`src/rtl/uart_pkg.sv`:
```
// Shared constants and state encoding for the UART transmit scheduler.
package uart_pkg;

    localparam int unsigned ByteW          = 8;
    localparam int unsigned DefaultTimeout = 200000;
    localparam int unsigned DefaultGap     = 16;

    typedef enum logic [1:0] {
        StIdle = 2'b00,
        StLoad = 2'b01,
        StWait = 2'b10,
        StGap  = 2'b11
    } state_e;

endpackage

```
`src/rtl/rr_arbiter.sv`:
```
// Combinational round-robin pick: first set request scanning from ptr upward, modulo NUM_REQ.
module rr_arbiter #(
    parameter int unsigned NUM_REQ = 4,
    parameter int unsigned IdxW    = $clog2(NUM_REQ)
) (
    input  logic [NUM_REQ-1:0] req,
    input  logic [IdxW-1:0]    ptr,
    output logic [NUM_REQ-1:0] grant,
    output logic [IdxW-1:0]    idx,
    output logic               any_valid
);

    logic [IdxW-1:0] pos;

    always_comb begin
        grant     = '0;
        idx       = '0;
        any_valid = 1'b0;
        pos       = '0;
        for (int unsigned i = 0; i < NUM_REQ; i++) begin
            pos = IdxW'((i + 32'(ptr)) % NUM_REQ);
            if (!any_valid && req[pos]) begin
                grant[pos] = 1'b1;
                idx        = pos;
                any_valid  = 1'b1;
            end
        end
    end

endmodule

```
`src/rtl/uart_tx_sched.sv`:
```
// Round-robin scheduler sharing one byte-serial UART transmitter among NUM_REQ sources,
// with a post-frame idle gap and a watchdog on the transmitter's done pulse.
module uart_tx_sched
    import uart_pkg::*;
#(
    parameter int unsigned NUM_REQ    = 4,
    parameter int unsigned GAP_CYCLES = DefaultGap,
    parameter int unsigned TIMEOUT    = DefaultTimeout
) (
    input  logic                     clk,
    input  logic                     rst,
    input  logic [NUM_REQ-1:0]       req_valid,
    input  logic [ByteW*NUM_REQ-1:0] req_data,
    output logic [NUM_REQ-1:0]       req_ready,
    output logic [ByteW-1:0]         tx_data,
    output logic                     tx_start,
    input  logic                     tx_done,
    output logic                     busy,
    output logic [2:0]               grant_id,
    output logic                     err_timeout,
    output logic [15:0]              frames_sent
);

    localparam int unsigned IdxW  = $clog2(NUM_REQ);
    localparam int unsigned WdogW = $clog2(TIMEOUT);
    // A zero-cycle gap still needs a legal (unused) counter width.
    localparam int unsigned GapW  = (GAP_CYCLES > 0) ? $clog2(GAP_CYCLES + 1) : 1;

    state_e              state_q, state_d;
    logic [IdxW-1:0]     ptr_q, ptr_d;
    logic [IdxW-1:0]     grant_q, grant_d;
    logic [ByteW-1:0]    tx_data_q, tx_data_d;
    logic [NUM_REQ-1:0]  req_ready_q, req_ready_d;
    logic                tx_start_q, tx_start_d;
    logic                busy_q, busy_d;
    logic                err_q, err_d;
    logic [15:0]         frames_q, frames_d;
    logic [WdogW-1:0]    wdog_q, wdog_d;
    logic [GapW-1:0]     gap_q, gap_d;

    logic [NUM_REQ-1:0]  arb_grant;
    logic [IdxW-1:0]     arb_idx;
    logic                arb_any;
    logic [ByteW-1:0]    req_bytes [NUM_REQ];

    for (genvar g = 0; g < NUM_REQ; g++) begin : g_bytes
        assign req_bytes[g] = req_data[g*ByteW +: ByteW];
    end

    rr_arbiter #(
        .NUM_REQ (NUM_REQ),
        .IdxW    (IdxW)
    ) u_arb (
        .req       (req_valid),
        .ptr       (ptr_q),
        .grant     (arb_grant),
        .idx       (arb_idx),
        .any_valid (arb_any)
    );

    always_comb begin
        state_d     = state_q;
        ptr_d       = ptr_q;
        grant_d     = grant_q;
        tx_data_d   = tx_data_q;
        req_ready_d = '0;
        tx_start_d  = 1'b0;
        err_d       = 1'b0;
        frames_d    = frames_q;
        wdog_d      = wdog_q;
        gap_d       = gap_q;

        unique case (state_q)
            StIdle: begin
                // Ready/start are registered here so they are high during the LOAD cycle.
                if (arb_any) begin
                    state_d     = StLoad;
                    grant_d     = arb_idx;
                    tx_data_d   = req_bytes[arb_idx];
                    req_ready_d = arb_grant;
                    tx_start_d  = 1'b1;
                end
            end
            StLoad: begin
                state_d = StWait;
                wdog_d  = '0;
                ptr_d   = (grant_q == IdxW'(NUM_REQ - 1)) ? '0 : grant_q + 1'b1;
            end
            StWait: begin
                wdog_d = wdog_q + 1'b1;
                if (tx_done) begin
                    frames_d = frames_q + 16'd1;
                    if (GAP_CYCLES > 0) begin
                        state_d = StGap;
                        gap_d   = '0;
                    end else begin
                        state_d = StIdle;
                    end
                end else if (wdog_q == WdogW'(TIMEOUT - 1)) begin
                    err_d   = 1'b1;
                    state_d = StIdle;
                end
            end
            StGap: begin
                if (gap_q == GapW'(GAP_CYCLES - 1)) begin
                    state_d = StIdle;
                end else begin
                    gap_d = gap_q + 1'b1;
                end
            end
            default: state_d = StIdle;
        endcase

        busy_d = (state_d != StIdle);
    end

    always_ff @(posedge clk or negedge rst) begin
        if (!rst) begin
            state_q     <= StIdle;
            ptr_q       <= '0;
            grant_q     <= '0;
            tx_data_q   <= '0;
            req_ready_q <= '0;
            tx_start_q  <= 1'b0;
            busy_q      <= 1'b0;
            err_q       <= 1'b0;
            frames_q    <= '0;
            wdog_q      <= '0;
            gap_q       <= '0;
        end else begin
            state_q     <= state_d;
            ptr_q       <= ptr_d;
            grant_q     <= grant_d;
            tx_data_q   <= tx_data_d;
            req_ready_q <= req_ready_d;
            tx_start_q  <= tx_start_d;
            busy_q      <= busy_d;
            err_q       <= err_d;
            frames_q    <= frames_d;
            wdog_q      <= wdog_d;
            gap_q       <= gap_d;
        end
    end

    assign req_ready   = req_ready_q;
    assign tx_data     = tx_data_q;
    assign tx_start    = tx_start_q;
    assign busy        = busy_q;
    assign grant_id    = 3'(grant_q);
    assign err_timeout = err_q;
    assign frames_sent = frames_q;

endmodule

```
`config.mk`:
```
export PLATFORM = sky130hd
export DESIGN_NAME = uart_tx_sched
export DESIGN_NICKNAME = d
export VERILOG_FILES = /design/src/rtl/uart_pkg.sv /design/src/rtl/rr_arbiter.sv /design/src/rtl/uart_tx_sched.sv
export SDC_FILE = /design/constraint.sdc
export NUM_CORES = 1
export LEC_CHECK = 0
export BUFFER_PORTS_ARGS = -buffer_cell sky130_fd_sc_hd__buf_2
export CAP_MARGIN = 20
export CORE_MARGIN = 3
export CORE_UTILIZATION = 45
export DETAILED_ROUTE_END_ITERATION = 10
export MAX_ROUTING_LAYER = met4
export PLACE_DENSITY = 0.66
export SLEW_MARGIN = 10
export SYNTH_ARGS = -nofsm -noshare
export SYNTH_HDL_FRONTEND = slang
export SYNTH_SLANG_ARGS = --single-unit
```
`constraint.sdc`:
```
create_clock -name clk -period 7 [get_ports clk]
set_input_delay 0.35 -clock clk [delete_from_list [all_inputs] [get_ports clk]]
set_output_delay 0.35 -clock clk [all_outputs]
set_load 0.1 [all_outputs]
```
After elaboration in Yosys (flattened, before gate mapping)
Cells that the tools add are included.

$add $sub $neg: 7. $lt $le $gt $ge: 9. Equality and inequality tests: 8. Mux-type cells: 48. Bitwise gates (word level): 4. Reductions and logical operators: 17.

Operators with widths (number): one-hot mux 18 bit (2 select lines) (1); two-way mux 4 bit (6); adder 18 x 1 -> 18 bit, second input constant (1); == test 18 bit, second input constant (1); two-way mux 2 bit (9); two-way mux 1 bit (17); adder 16 x 1 -> 16 bit, second input constant (1); binary-select mux 8 bit (select 2 bit) (1); two-way mux 8 bit (2); < comparator 2 x 3 -> 1 bit, second input constant (4); bitwise OR 4 bit (3); two-way mux 5 bit (2); one-hot mux 5 bit (2 select lines) (1); binary-select mux 1 bit (select 2 bit) (4); demux 1 bit (select 2 bit) (4); greater-or-equal comparator 2 x 1 -> 1 bit, second input constant (4); one-hot mux 2 bit (4 select lines) (1); logical AND 1 bit (7); == test 2 bit, second input constant (3); nonzero test 2 bit (3); adder 5 x 1 -> 5 bit, second input constant (1); == test 5 x 4 -> 1 bit, second input constant (1); adder 2 bit, first input constant (2); != test 2 bit, second input constant (2); 9 further kinds (12).

Flip-flop bits (word level): 60. Input port bits: 39.

Logic depth before layout (Yosys ltp)
Gate-level depths: netlist (run 1).

Word-level depth: 16. Depth in mapped cells: 11.

Modules after synthesis
A second synthesis (run 1) with hierarchy kept.

Cell total of the unflattened synthesis: 339. Area total of the unflattened synthesis: 3618.5 um^2.

Modules (own cells, without submodules): uart_tx_sched (times used 1, cells each 294, area an instance 3199.3 um^2, seq. area each 1501.4 um^2); rr_arbiter (times used 1, cells each 45, area an instance 419.2 um^2, seq. area each 0.0 um^2).

Worst setup path before layout (run 1)
No wires, ideal clock.

Kind: register to register. Start point: reg ptr_q[0]. End point: reg tx_data_q[6] (netlist: tx_data[6]). Library setup time: 122 ps. Data arrival time: 2782 ps. Data required time: 6878 ps. Slack: 4096 ps. Stages on the path, launching flop included: 11. Path buffers: 3. Clock period less this slack: 2904 ps. Cell sequence: dfrtp_1 inv_1 ha_1 buf_6 a221o_1 a32oi_2 or2_1 buf_6 buf_12 mux2_4 o221a_4.

Longest elaborated chain between the ends: 16. Elaborated cells between the ends (all ways): 30. Classes of those cells: add/sub (3); mux (19); bitwise (1); reduce/logical (7).

RTL lines: start, declared (line uart_tx_sched.sv:30) `logic [IdxW-1:0] ptr_q, ptr_d;`; start signal, assigned (line uart_tx_sched.sv:132) `ptr_q <= ptr_d;`; parallel branches: the longest is 16 deep, another holds adder 1 x 2 -> 2 bit; end signal, assigned (line uart_tx_sched.sv:134) `tx_data_q <= tx_data_d;`; end, declared (line uart_tx_sched.sv:32) `logic [ByteW-1:0] tx_data_q, tx_data_d;`.

Parallel ways; which one is timed is not known. The select of a mux whose other input is x is not followed. A chain may end at the register's enable or synchronous reset.

Worst setup path in the final report (run 1)
Start point: reg ptr_q[0]. End point: reg tx_data_q[7] (netlist: tx_data[7]).

The elaborated chain is that of the path after synthesis.

==> results.txt, run 1 <==
Core outline area -> 7450 um2
Synthesized net count -> 410
GRT Residual Overflow -> 0
Sequential area share after synthesis -> 0.425
Type of the most critical hold path -> in -> async
Mean area per synthesized cell -> 9.96 um2
RR Endpoint -> tx_data[7]
Pins Over Slew Limit -> 0
Synth Instances -> 355
Kind of end point of the critical path -> flop
Vias -> 2881
Pre-Repair DR Iteration Count -> 4
Largest net degree at the start of global routing -> 61
CP Max Fanout -> 18
Post-CTS Hold Buffers -> 0
Final Hold Vio Count -> 0
Total negative setup slack -> 0 ns
Final worst slack -> 3.09 ns
Setup bufs post-CTS -> 0
CTS resizes -> 0
Worst reg2reg setup slack -> 3.09 ns
CP startpoint kind -> flop
First-pass GRT wire length -> 12300 um
Nets -> 476
Initial Utilization -> 0.475
Syn-to-layout area delta -> 17.9%
Min Tclk post-route -> 3.91 ns
Fill cell count -> 659
Post-synthesis sequential element count -> 60
Peak Freq -> 0.256 GHz
Fin crit share -> 0.558
Routability Congestion -> 0.789
Post-synth cell types -> 54
Chip height -> 94.6 um
Worst r2r path cells -> 8
Power per Cell Area -> 476 nW/um2
CP startpoint -> ptr_q[0]
Routed WL per cell -> 13.9 um
Setup violations, final -> 0
RSZ-0062 raised after global routing -> false
LEAKAGE -> 1.89 nW
Number of global-route vias before repair -> 2767
Core Util, Final -> 0.559
H-tree lvl count -> 3
Placed insts -> 509
Worst-skew pair later-pin latency -> 0.33 ns
Initial DRC count -> 126
Diode count -> 0
Root buf cell -> clkbuf_8
Detailed Place HPWL -> 5170 um
Rel. slew slack -> 0.340
Total of max-cap violations -> 0
Skew final -> 0.00995 ns
Async SR Flop Fraction -> 1.00
Initial antenna violation count -> 0
Gr usage total -> 0.177
Clock sinks -> 60
Arrival @ worst endpoint -> 4.13 ns
Detailed-route wire length -> 7280 um
Via density -> 5.49
CTS Buffer Depth -> 2
CTS Buf Count -> 9
Status -> finished clean
EDFF count, synth -> 0
Critical setup path kind -> reg -> reg
Worst Path Required -> 7.22 ns
Placed inst area -> 3920 um2
Dpl ws -> 3.10 ns
Peak VDD IR -> 0.291 mV
Residual DRC -> 0
Post-synth top flop -> dfrtp_1
Clock transition at path regs -> 0.07 ns
Chip Width -> 94.6 um
Full die area -> 8950 um2
Least-Margin Pin Slew -> 0.979 ns
Synth Cell Area -> 3530 um2
Post-route ant nets -> 0
# IOs -> 73
Ratio of cells with drive above 1 in the final layout -> 0.256
Crit path capture -> tx_data[7]
Fin area -> 4170 um2
CTS tree -> done
Row cnt -> 31
Final std cells w/o fill -> 525
IO Port Bufs -> 71
Syn. warnings -> 0
R2r startpoint -> ptr_q[0]
-- worst max-delay path, cell delays in order, from the launching register on --
cell	delay (ns)
dfrtp_1	0.74
inv_1	0.26
ha_1	0.62
o21ai_0	0.15
a221o_1	0.36
a32oi_2	0.44
or2_1	0.61
mux2_2	0.41
o221a_1	0.20
-- registers in the layout, summed over array words and instances (netlist names) --
register and cells:
busy 1, req_ready 4, ptr_q 2, grant_q 2
err_timeout 1, frames_sent 16, state_q 2, tx_start 1
gap_q 5, wdog_q 18, tx_data 8
-- worst min path at each step --
stage	startpoint	to	slack [ns]	cells past startpoint
after global routing	rst	wdog_q[8]	0.23	2
after floorplan	rst	busy	0.05	0
after global placement	frames_sent[15]	frames_sent[15]	0.46	1
after detailed placement	frames_sent[15]	frames_sent[15]	0.47	1
final	rst	wdog_q[12]	0.16	2
after CTS	rst	frames_sent[13]	0.19	2
-- placed cells by master (no fill, tap or decap), types with 8 or more instances in the layout --
master and instances:
nand4_1 9, dfrtp_1 60, o21ai_0 17, nor3b_1 8, nand2_1 37, nor2_1 32, xor2_1 8, nor3_1 10
a21oi_1 14, buf_2 71, clkbuf_8 11, xnor2_1 19, nand3_1 13, ha_1 16, inv_1 11
-- report_power, final --
| part | switching, W | internal, W | total [W] |
|---|---|---|---|
| Sequential | 0.0000867 | 0.000430 | 0.000517 |
| Clock | 0.000130 | 0.000256 | 0.000386 |
| Combinational | 0.000772 | 0.000310 | 0.00108 |
| Total | 0.000989 | 0.000996 | 0.00199 |
-- kinds of logic (layout without fill, tap and decap cells) --
family | after synthesis | count (layout) | share of synthesized area
AOI/OAI and AO/OA | 72 | 72 | 0.154
DFF | 60 | 60 | 0.425
and+or+nand+nor | 135 | 135 | 0.190
buffers and inverters | 28 | 99 | 0.0435
muxes | 16 | 16 | 0.0634
xor gates and xnor gates | 27 | 27 | 0.0669
adders and majority gates | 16 | 16 | 0.0566
other | 1 | 1 | 0.00106
-- cell usage after synthesis, types with 4 or more instances --
cell | count | area (um2)
dfrtp_1 | 60 | 1500
nand2_1 | 37 | 139
nor2_1 | 32 | 120
xnor2_1 | 19 | 166
o21ai_0 | 17 | 85.1
ha_1 | 16 | 200
a21oi_1 | 14 | 70.1
nand3_1 | 13 | 65.1
inv_1 | 11 | 41.3
nor3_1 | 10 | 50.1
nand4_1 | 9 | 56.3
nor3b_1 | 8 | 60.1
xor2_1 | 8 | 70.1
and3_1 | 7 | 43.8
clkbuf_1 | 7 | 26.3
o221a_1 | 7 | 78.8
a211o_2 | 6 | 60.1
buf_2 | 5 | 25.0
mux2_1 | 5 | 56.3
mux2_2 | 5 | 56.3
a211o_1 | 4 | 35.0
a221oi_1 | 4 | 35.0
a22oi_1 | 4 | 30.0
-- layout make-up --
cell class	instances	area [um2]	share of cell area
Timing Repair Buffer	72	363	0.0871
Sequential cell	60	1500	0.360
Multi-Input combinational cell	267	1890	0.453
Tap cell	99	124	0.0297
Clock buffer	12	155	0.0372
Clock inverter	4	95.1	0.0228
Inverter	11	41.3	0.00991
-- per-stage QoR --
step | total power [W] | hold slack, ns
after floorplan | 0.00146 | 0.0544
after global placement | 0.00159 | 0.462
after detailed placement | 0.00161 | 0.468
after CTS | 0.00201 | 0.188
after global routing | 0.00212 | 0.231
final | 0.00199 | 0.161
-- metal layers --
metal | part of all wire | up-vias | wire [um] | GRT usage
met2 | 0.50 | 59 | 3620 | 0.275
met1 | 0.46 | 1397 | 3330 | 0.223
met4 | 0.010 | 0 | 74 | 0.0745
met3 | 0.035 | 6 | 252 | 0.0367
met5 | 0 | - | 0 | -
li1 | - | 1419 | - | -
Power figures use the tool's default switching activity.
==> inputs of run 2 (changes only) <==
==> constraint.sdc (replaced) <==
create_clock -name clk -period 3.7 [get_ports clk]
set_input_delay 0.185 -clock clk [delete_from_list [all_inputs] [get_ports clk]]
set_output_delay 0.185 -clock clk [all_outputs]
set_load 0.1 [all_outputs]
==> run 2 against run 1 <==
The flow now finishes with violations (hold timing). Highest routed layer unchanged. Core utilization is 0.34 points lower. Combinational power is 96% higher. Die area stayed put. Critical endpoint is now tx_data[3].
==> results.txt, run 2 (synthesis gave the netlist of run 1 again) <==
Total of max-cap violations -> 0 (unchanged)
Switching pwr -> 0.00190 W (+92%)
CP Max Fanout -> 17 (-1)
Row cnt -> 31 (unchanged)
Fin area -> 4140 um2 (-0.60%)
Net Sw Frac -> 0.517 (+0.0193)
Clock sinks -> 60 (unchanged)
Largest register FFs -> 18 (unchanged)
CTS Buf Count -> 9 (unchanged)
Detailed-route wire length -> 7610 um (+4.6%)
Kind of end point of the critical path -> flop
CTS tree -> done
Skew final -> 0.0118 ns (+0.00184 ns)
RSZ-0062 raised after global routing -> false
Ratio of cells with drive above 1 in the final layout -> 0.261 (+0.00520)
# IOs -> 73 (unchanged)
Initial DRC count -> 122 (-3.2%)
Gr usage total -> 0.183 (+0.00652)
Commonest non-fill, non-tap cells in the layout -> 71 x buf_2, 60 x dfrtp_1, 37 x nand2_1
Number of global-route vias before repair -> 2890 (+4.4%)
CP max-delay cell -> ha_1
Pins Over Slew Limit -> 0 (unchanged)
Arrival @ worst endpoint -> 3.56 ns (-0.57 ns)
CP startpoint kind -> flop
Internal power -> 0.00177 W (+78%)
Residual DRC -> 0 (unchanged)
Clock transition at path regs -> 0.07 ns (about the same)
Post-CTS Hold Buffers -> 0 (unchanged)
First-pass GRT wire length -> 13000 um (+6.0%)
Routability Congestion -> 0.826 (+4.7%)
Chip Width -> 94.6 um (unchanged)
CTS resizes -> 0 (unchanged)
Largest net degree at the start of global routing -> 41 (-33%)
Routed WL per cell -> 14.4 um (+4.0%)
Peak VDD IR -> 0.558 mV (+92%)
Status -> complete, but fails checks
Commonest non-fill, non-tap cell in the layout -> buf_2
Min Tclk post-route -> 3.34 ns (-0.566 ns)
H-tree lvl count -> 3 (unchanged)
CTS Buffer Depth -> 2 (unchanged)
Setup bufs post-CTS -> 0 (unchanged)
Initial Utilization -> 0.475 (unchanged)
Vias -> 2931 (+1.7%)
Total negative setup slack -> 0 ns (unchanged)
Root buf cell -> clkbuf_8
IO Port Bufs -> 71 (unchanged)
Nets -> 479 (+0.63%)
Full die area -> 8950 um2 (unchanged)
Fin crit share -> 0.903 (+0.345)
Critical path cell sequence -> inv_1 -> ha_1 -> o21ai_0 -> a221o_1 -> a21oi_2 -> buf_4 -> or2_1 -> mux2_1 -> o221a_1
Reg area -> 1500 um2 (unchanged)
Detailed Place HPWL -> 5450 um (+5.3%)
Type of the most critical hold path -> in -> async
Pre-Repair DR Iteration Count -> 4 (unchanged)
Hold_ws -> -0.0246 ns (-0.185 ns)
Fill cell count -> 699 (+6.1%)
Clock share of power -> 0.163 (-0.031)
Post-route ant nets -> 0 (unchanged)
Power per Cell Area -> 885 nW/um2 (+86%)
Core outline area -> 7450 um2 (unchanged)
Sequential power share -> 0.259 (-0.002)
Combinational fraction of design power -> 0.578 (+0.033)
GRT Residual Overflow -> 0 (unchanged)
Failing checks -> hold timing
Placed inst area -> 3940 um2 (+0.58%)
Worst Path Required -> 3.92 ns (-3.30 ns)
Multi-input gate area -> 1890 um2 (unchanged)
Crit path largest cell delay -> 0.58 ns (-0.16 ns)
Least-Margin Pin Slew -> 0.995 ns (+0.0156 ns)
Setup violations, final -> 0 (unchanged)
LEAKAGE -> 1.88 nW (-0.47%)
Initial antenna violation count -> 0 (unchanged)
Largest Register -> wdog_q
Worst-skew pair later-pin latency -> 0.33 ns (about the same)
Critical setup path kind -> reg -> reg
Via density -> 5.55 (+1.2%)
Peak Freq -> 0.299 GHz (+17%)
Final Hold Vio Count -> 39 (+39)
Diode count -> 0 (unchanged)
Rel. slew slack -> 0.329 (-0.0105)
Chip height -> 94.6 um (unchanged)
Syn-to-layout area delta -> 17.2%
[run 2: area by class of cell]
cell class,instances,area share
clock inverters,4,0.0115
flip-flops and latches,60,0.363
repair buffers,75,0.0931
inverters,11,0.00997
clock buffers,12,0.0375
multi-input cells,267,0.456
well taps,99,0.0299
[run 2: path summary, 6_finish.rpt]
kind / slack, ns / startpoint / depth (start not counted) / endpoint
setup / recovery: 0.36 / ptr_q[1] / 9 / tx_data[3]
hold / removal: -0.02 / rst / 1 / wdog_q[12]
setup reg to reg: 0.36 / ptr_q[1] / 9 / tx_data[3]
hold reg to reg: 0.48 / frames_sent[15] / 1 / frames_sent[15]
max in group asynchronous: 2.91 / rst / 2 / ptr_q[0]
min in group clk: 0.20 / tx_done / 3 / frames_sent[0]
[run 2: metrics by stage]
stage	std cells	hold slack, ns	utilization	worst slack [ns]	total power, W
2_1_floorplan	355	-0.111	-	0.796	0.00277
3_3_place_gp	512	0.356	0.529	0.491	0.00304
3_5_place_dp	512	0.371	0.529	0.345	0.00308
4_1_cts	528	0.0178	0.556	0.360	0.00369
5_1_grt	528	0.0608	0.556	0.125	0.00389
6_report	528	-0.0246	0.556	0.357	0.00367
[run 2: power groups by stage]
stage                     logic [W]  clock network [W]  registers [W]
after floorplan             0.00109                  0        0.00167
after global placement      0.00208                  0       0.000957
after detailed placement    0.00212                  0       0.000960
after CTS                   0.00212           0.000614       0.000949
after global routing        0.00228           0.000643       0.000973
final                       0.00212           0.000599       0.000948
[run 2: layer usage]
metal / track usage / vias up / wire [um]
li1: - / 1421 / -
met4: 0.0673 / 0 / 78
met1: 0.228 / 1444 / 3450
met5: - / - / 0
met2: 0.305 / 58 / 3820
met3: 0.0231 / 8 / 261
[run 2: worst max-delay path, delay by kind of cell, from the launching register on]
kind	cells	cell delay, ns
AND/OR/NAND/NOR	1	0.56
adder cells (fa/ha/maj)	1	0.58
AO/OA/AOI/OAI	4	0.87
buffers and inverters	2	0.33
flip-flops	1	0.49
multiplexers	1	0.39
==> inputs of run 3 (changes only) <==
--- a/config.mk
+++ b/config.mk
@@ -10,6 +10,7 @@
 export CORE_MARGIN = 3
 export CORE_UTILIZATION = 45
 export DETAILED_ROUTE_END_ITERATION = 10
+export GPL_TIMING_DRIVEN = 0
 export MAX_ROUTING_LAYER = met4
 export PLACE_DENSITY = 0.66
 export SLEW_MARGIN = 10
==> constraint.sdc (replaced) <==
create_clock -name clk -period 3.22 [get_ports clk]
set_input_delay 0.161 -clock clk [delete_from_list [all_inputs] [get_ports clk]]
set_output_delay 0.161 -clock clk [all_outputs]
set_load 0.1 [all_outputs]
==> run 3 against run 2 <==
The run now ends clean. Combinational power is 23% higher. Worst hold slack gained 0.20 ns. Fmax increased by 12%. Sequential share of layout area decreased by 1.1 points. Core utilization grew 1.9 points. Register-to-register slack got worse by 0.13 ns. Clock power rose by 13%. First-iteration DRC count down 15%. Clock skew is 0.0013 ns lower. Sequential cell count unchanged. Design area increased by 3.4%. Die area is the same.
==> results.txt, run 3 (synthesis gave the netlist of run 1 again) <==
IO Port Bufs -> 71 (unchanged)
First-pass GRT wire length -> 12800 um (-1.9%)
GR peak layer -> met2
Critical setup path kind -> reg -> reg
CTS Buffer Depth -> 2 (unchanged)
Commonest non-fill, non-tap cell in the layout -> buf_2
Ratio of cells with drive above 1 in the final layout -> 0.276 (+0.0147)
RSZ-0062 raised after global routing -> false
Via density -> 5.42 (-2.4%)
Chip height -> 94.6 um (unchanged)
Nets -> 496 (+3.5%)
Worst Path Required -> 3.44 ns (-0.48 ns)
Core Util, Final -> 0.575 (+0.0186)
Peak VDD IR -> 0.598 mV (+7.2%)
CTS tree -> done
Fin crit share -> 0.928 (+0.0248)
Final std cells w/o fill -> 545 (+3.2%)
Detailed-route wire length -> 7430 um (-2.4%)
Chip Width -> 94.6 um (unchanged)
Pins Over Slew Limit -> 0 (unchanged)
Status -> finished clean
GRT Residual Overflow -> 0 (unchanged)
Initial Utilization -> 0.475 (unchanged)
Worst reg2reg setup slack -> 0.23 ns (-0.13 ns)
Setup violations, final -> 0 (unchanged)
Routed WL per cell -> 13.6 um (-5.5%)
Arrival @ worst endpoint -> 3.21 ns (-0.35 ns)
Root buf cell -> clkbuf_8
Min-Delay Endpoint -> frames_sent[0]
Gr usage total -> 0.185 (+0.00176)
Least-Margin Pin Slew -> 0.742 ns (-0.253 ns)
Syn-to-layout area delta -> 21.1%
WHS Path Cells -> 3
Commonest non-fill, non-tap cells in the layout -> 75 x buf_2, 58 x dfrtp_1, 37 x nand2_1
Initial DRC count -> 104 (-15%)
RR Endpoint -> tx_data[6]
Peak Freq -> 0.335 GHz (+12%)
Post-route ant nets -> 0 (unchanged)
Detailed Place HPWL -> 5380 um (-1.2%)
Full die area -> 8950 um2 (unchanged)
Clock transition at path regs -> 0.07 ns (about the same)
Routability Congestion -> 0.855 (+3.5%)
Type of the most critical hold path -> in -> reg
Final worst slack -> 0.231 ns (-0.126 ns)
Post-layout power -> 0.00439 W (+20%)
Vias -> 2952 (+0.72%)
Diode count -> 0 (unchanged)
Worst-skew pair later-pin latency -> 0.33 ns (about the same)
Clock sinks -> 60 (unchanged)
Total of max-cap violations -> 0 (unchanged)
Dpl ws -> -0.0382 ns (-0.383 ns)
Number of global-route vias before repair -> 2768 (-4.2%)
Largest register FFs -> 18 (unchanged)
R2r startpoint -> ptr_q[0]
Met3 usage -> 0.0438 (+0.0207)
Final Hold Vio Count -> 0 (-100%)
Grt met1 use -> 0.234 (+0.00616)
LEAKAGE -> 1.94 nW (+3.2%)
Worst r2r path cells -> 11 (+2)
Power per Cell Area -> 1030 nW/um2 (+16%)
# IOs -> 73 (unchanged)
Row cnt -> 31 (unchanged)
Residual DRC -> 0 (unchanged)
Hold path startpoint -> tx_done
Pre-Repair DR Iteration Count -> 6 (+2)
H-tree lvl count -> 3 (unchanged)
Min Tclk post-route -> 2.99 ns (-0.354 ns)
Core outline area -> 7450 um2 (unchanged)
Largest Register -> wdog_q
CTS Buf Count -> 9 (unchanged)
Initial antenna violation count -> 0 (unchanged)
Placed insts -> 525 (+2.5%)
Met2 Use GR -> 0.292 (-0.0129)
Skew final -> 0.0105 ns (-0.00128 ns)
Kind of end point of the critical path -> flop
Largest net degree at the start of global routing -> 61 (+49%)
Rel. slew slack -> 0.505 (+0.176)
CP startpoint kind -> flop
CP Max Fanout -> 10 (-7)
-- run 3: changes by cell type in the layout (fill, tap and decap cells not counted), sizes merged --
cell | before | now
dlygate4sd3 | 0 | 1
buf | 75 | 84
clkbuf | 12 | 19
-- run 3: worst max-delay path: stages (launching register included) --
cell and delay, ns:
dfrtp_2 0.47, inv_1 0.16, ha_1 0.41, buf_6 0.16, mux2_4 0.31, a32oi_2 0.23, a21oi_4 0.10, or2_1 0.25
buf_6 0.15, buf_12 0.14, mux2_4 0.29, o221a_4 0.21
-- run 3: final cells by class --
| type | instances | area [um2] |
|---|---|---|
| Clock buffer | 12 | 155 |
| Sequential cell | 60 | 1500 |
| Fill cell | 701 | 3170 |
| Buffer | 17 | 113 |
| Multi-Input combinational cell | 267 | 1910 |
| Timing Repair Buffer | 75 | 390 |
| Clock inverter | 4 | 47.5 |
| Tap cell | 99 | 124 |
| Inverter | 11 | 41.3 |
-- run 3: power by group --
group / leakage, nW / switching, W / internal, W
clock: 0.102 / 0.000279 / 0.000397
sequential: 0.786 / 0.000169 / 0.000939
combinational: 1.06 / 0.00178 / 0.000824
-- run 3: worst max path at each step --
| stage | slack [ns] | startpoint | to | depth (start not counted) |
|---|---|---|---|---|
| 6_report | 0.23 | ptr_q[0] | tx_data[6] | 11 |
| 5_1_grt | 0.04 | ptr_q[0] | tx_data[6] | 11 |
| 4_1_cts | 0.07 | ptr_q[1] | tx_data[6] | 10 |
| 3_5_place_dp | -0.04 | ptr_q[0] | tx_data[6] | 11 |
| 3_3_place_gp | -0.03 | ptr_q[0] | tx_data[6] | 10 |
| 2_1_floorplan | 0.32 | ptr_q[0] | tx_data[6] | 10 |
-- run 3: per-layer routing --
layer  share of wire  vias to the layer above
met5               0                        -
met3           0.037                        8
met4           0.013                        0
met1            0.45                     1433
li1                -                     1461
met2            0.49                       50
-- run 3: timing repair --
| item | CTS | global route |
|---|---|---|
| resized for setup | 3 | 2 |
| hold buffers | 1 | 0 |
| pin swaps | 0 | 1 |
| endpoints found under the hold margin | 60 | 0 |
| setup endpoints to repair | 1 | 6 |
| buffers inserted | 0 | 3 |
-- run 3: metrics by stage --
stage	instance area [um2]	hold slack, ns	TNS [ns]
6_report	4280	0.171	0
5_1_grt	4280	0.183	0
4_1_cts	4250	0.154	0
3_5_place_dp	4020	0.284	-0.0382
3_3_place_gp	4010	0.460	-0.0260
2_1_floorplan	3530	-0.135	0
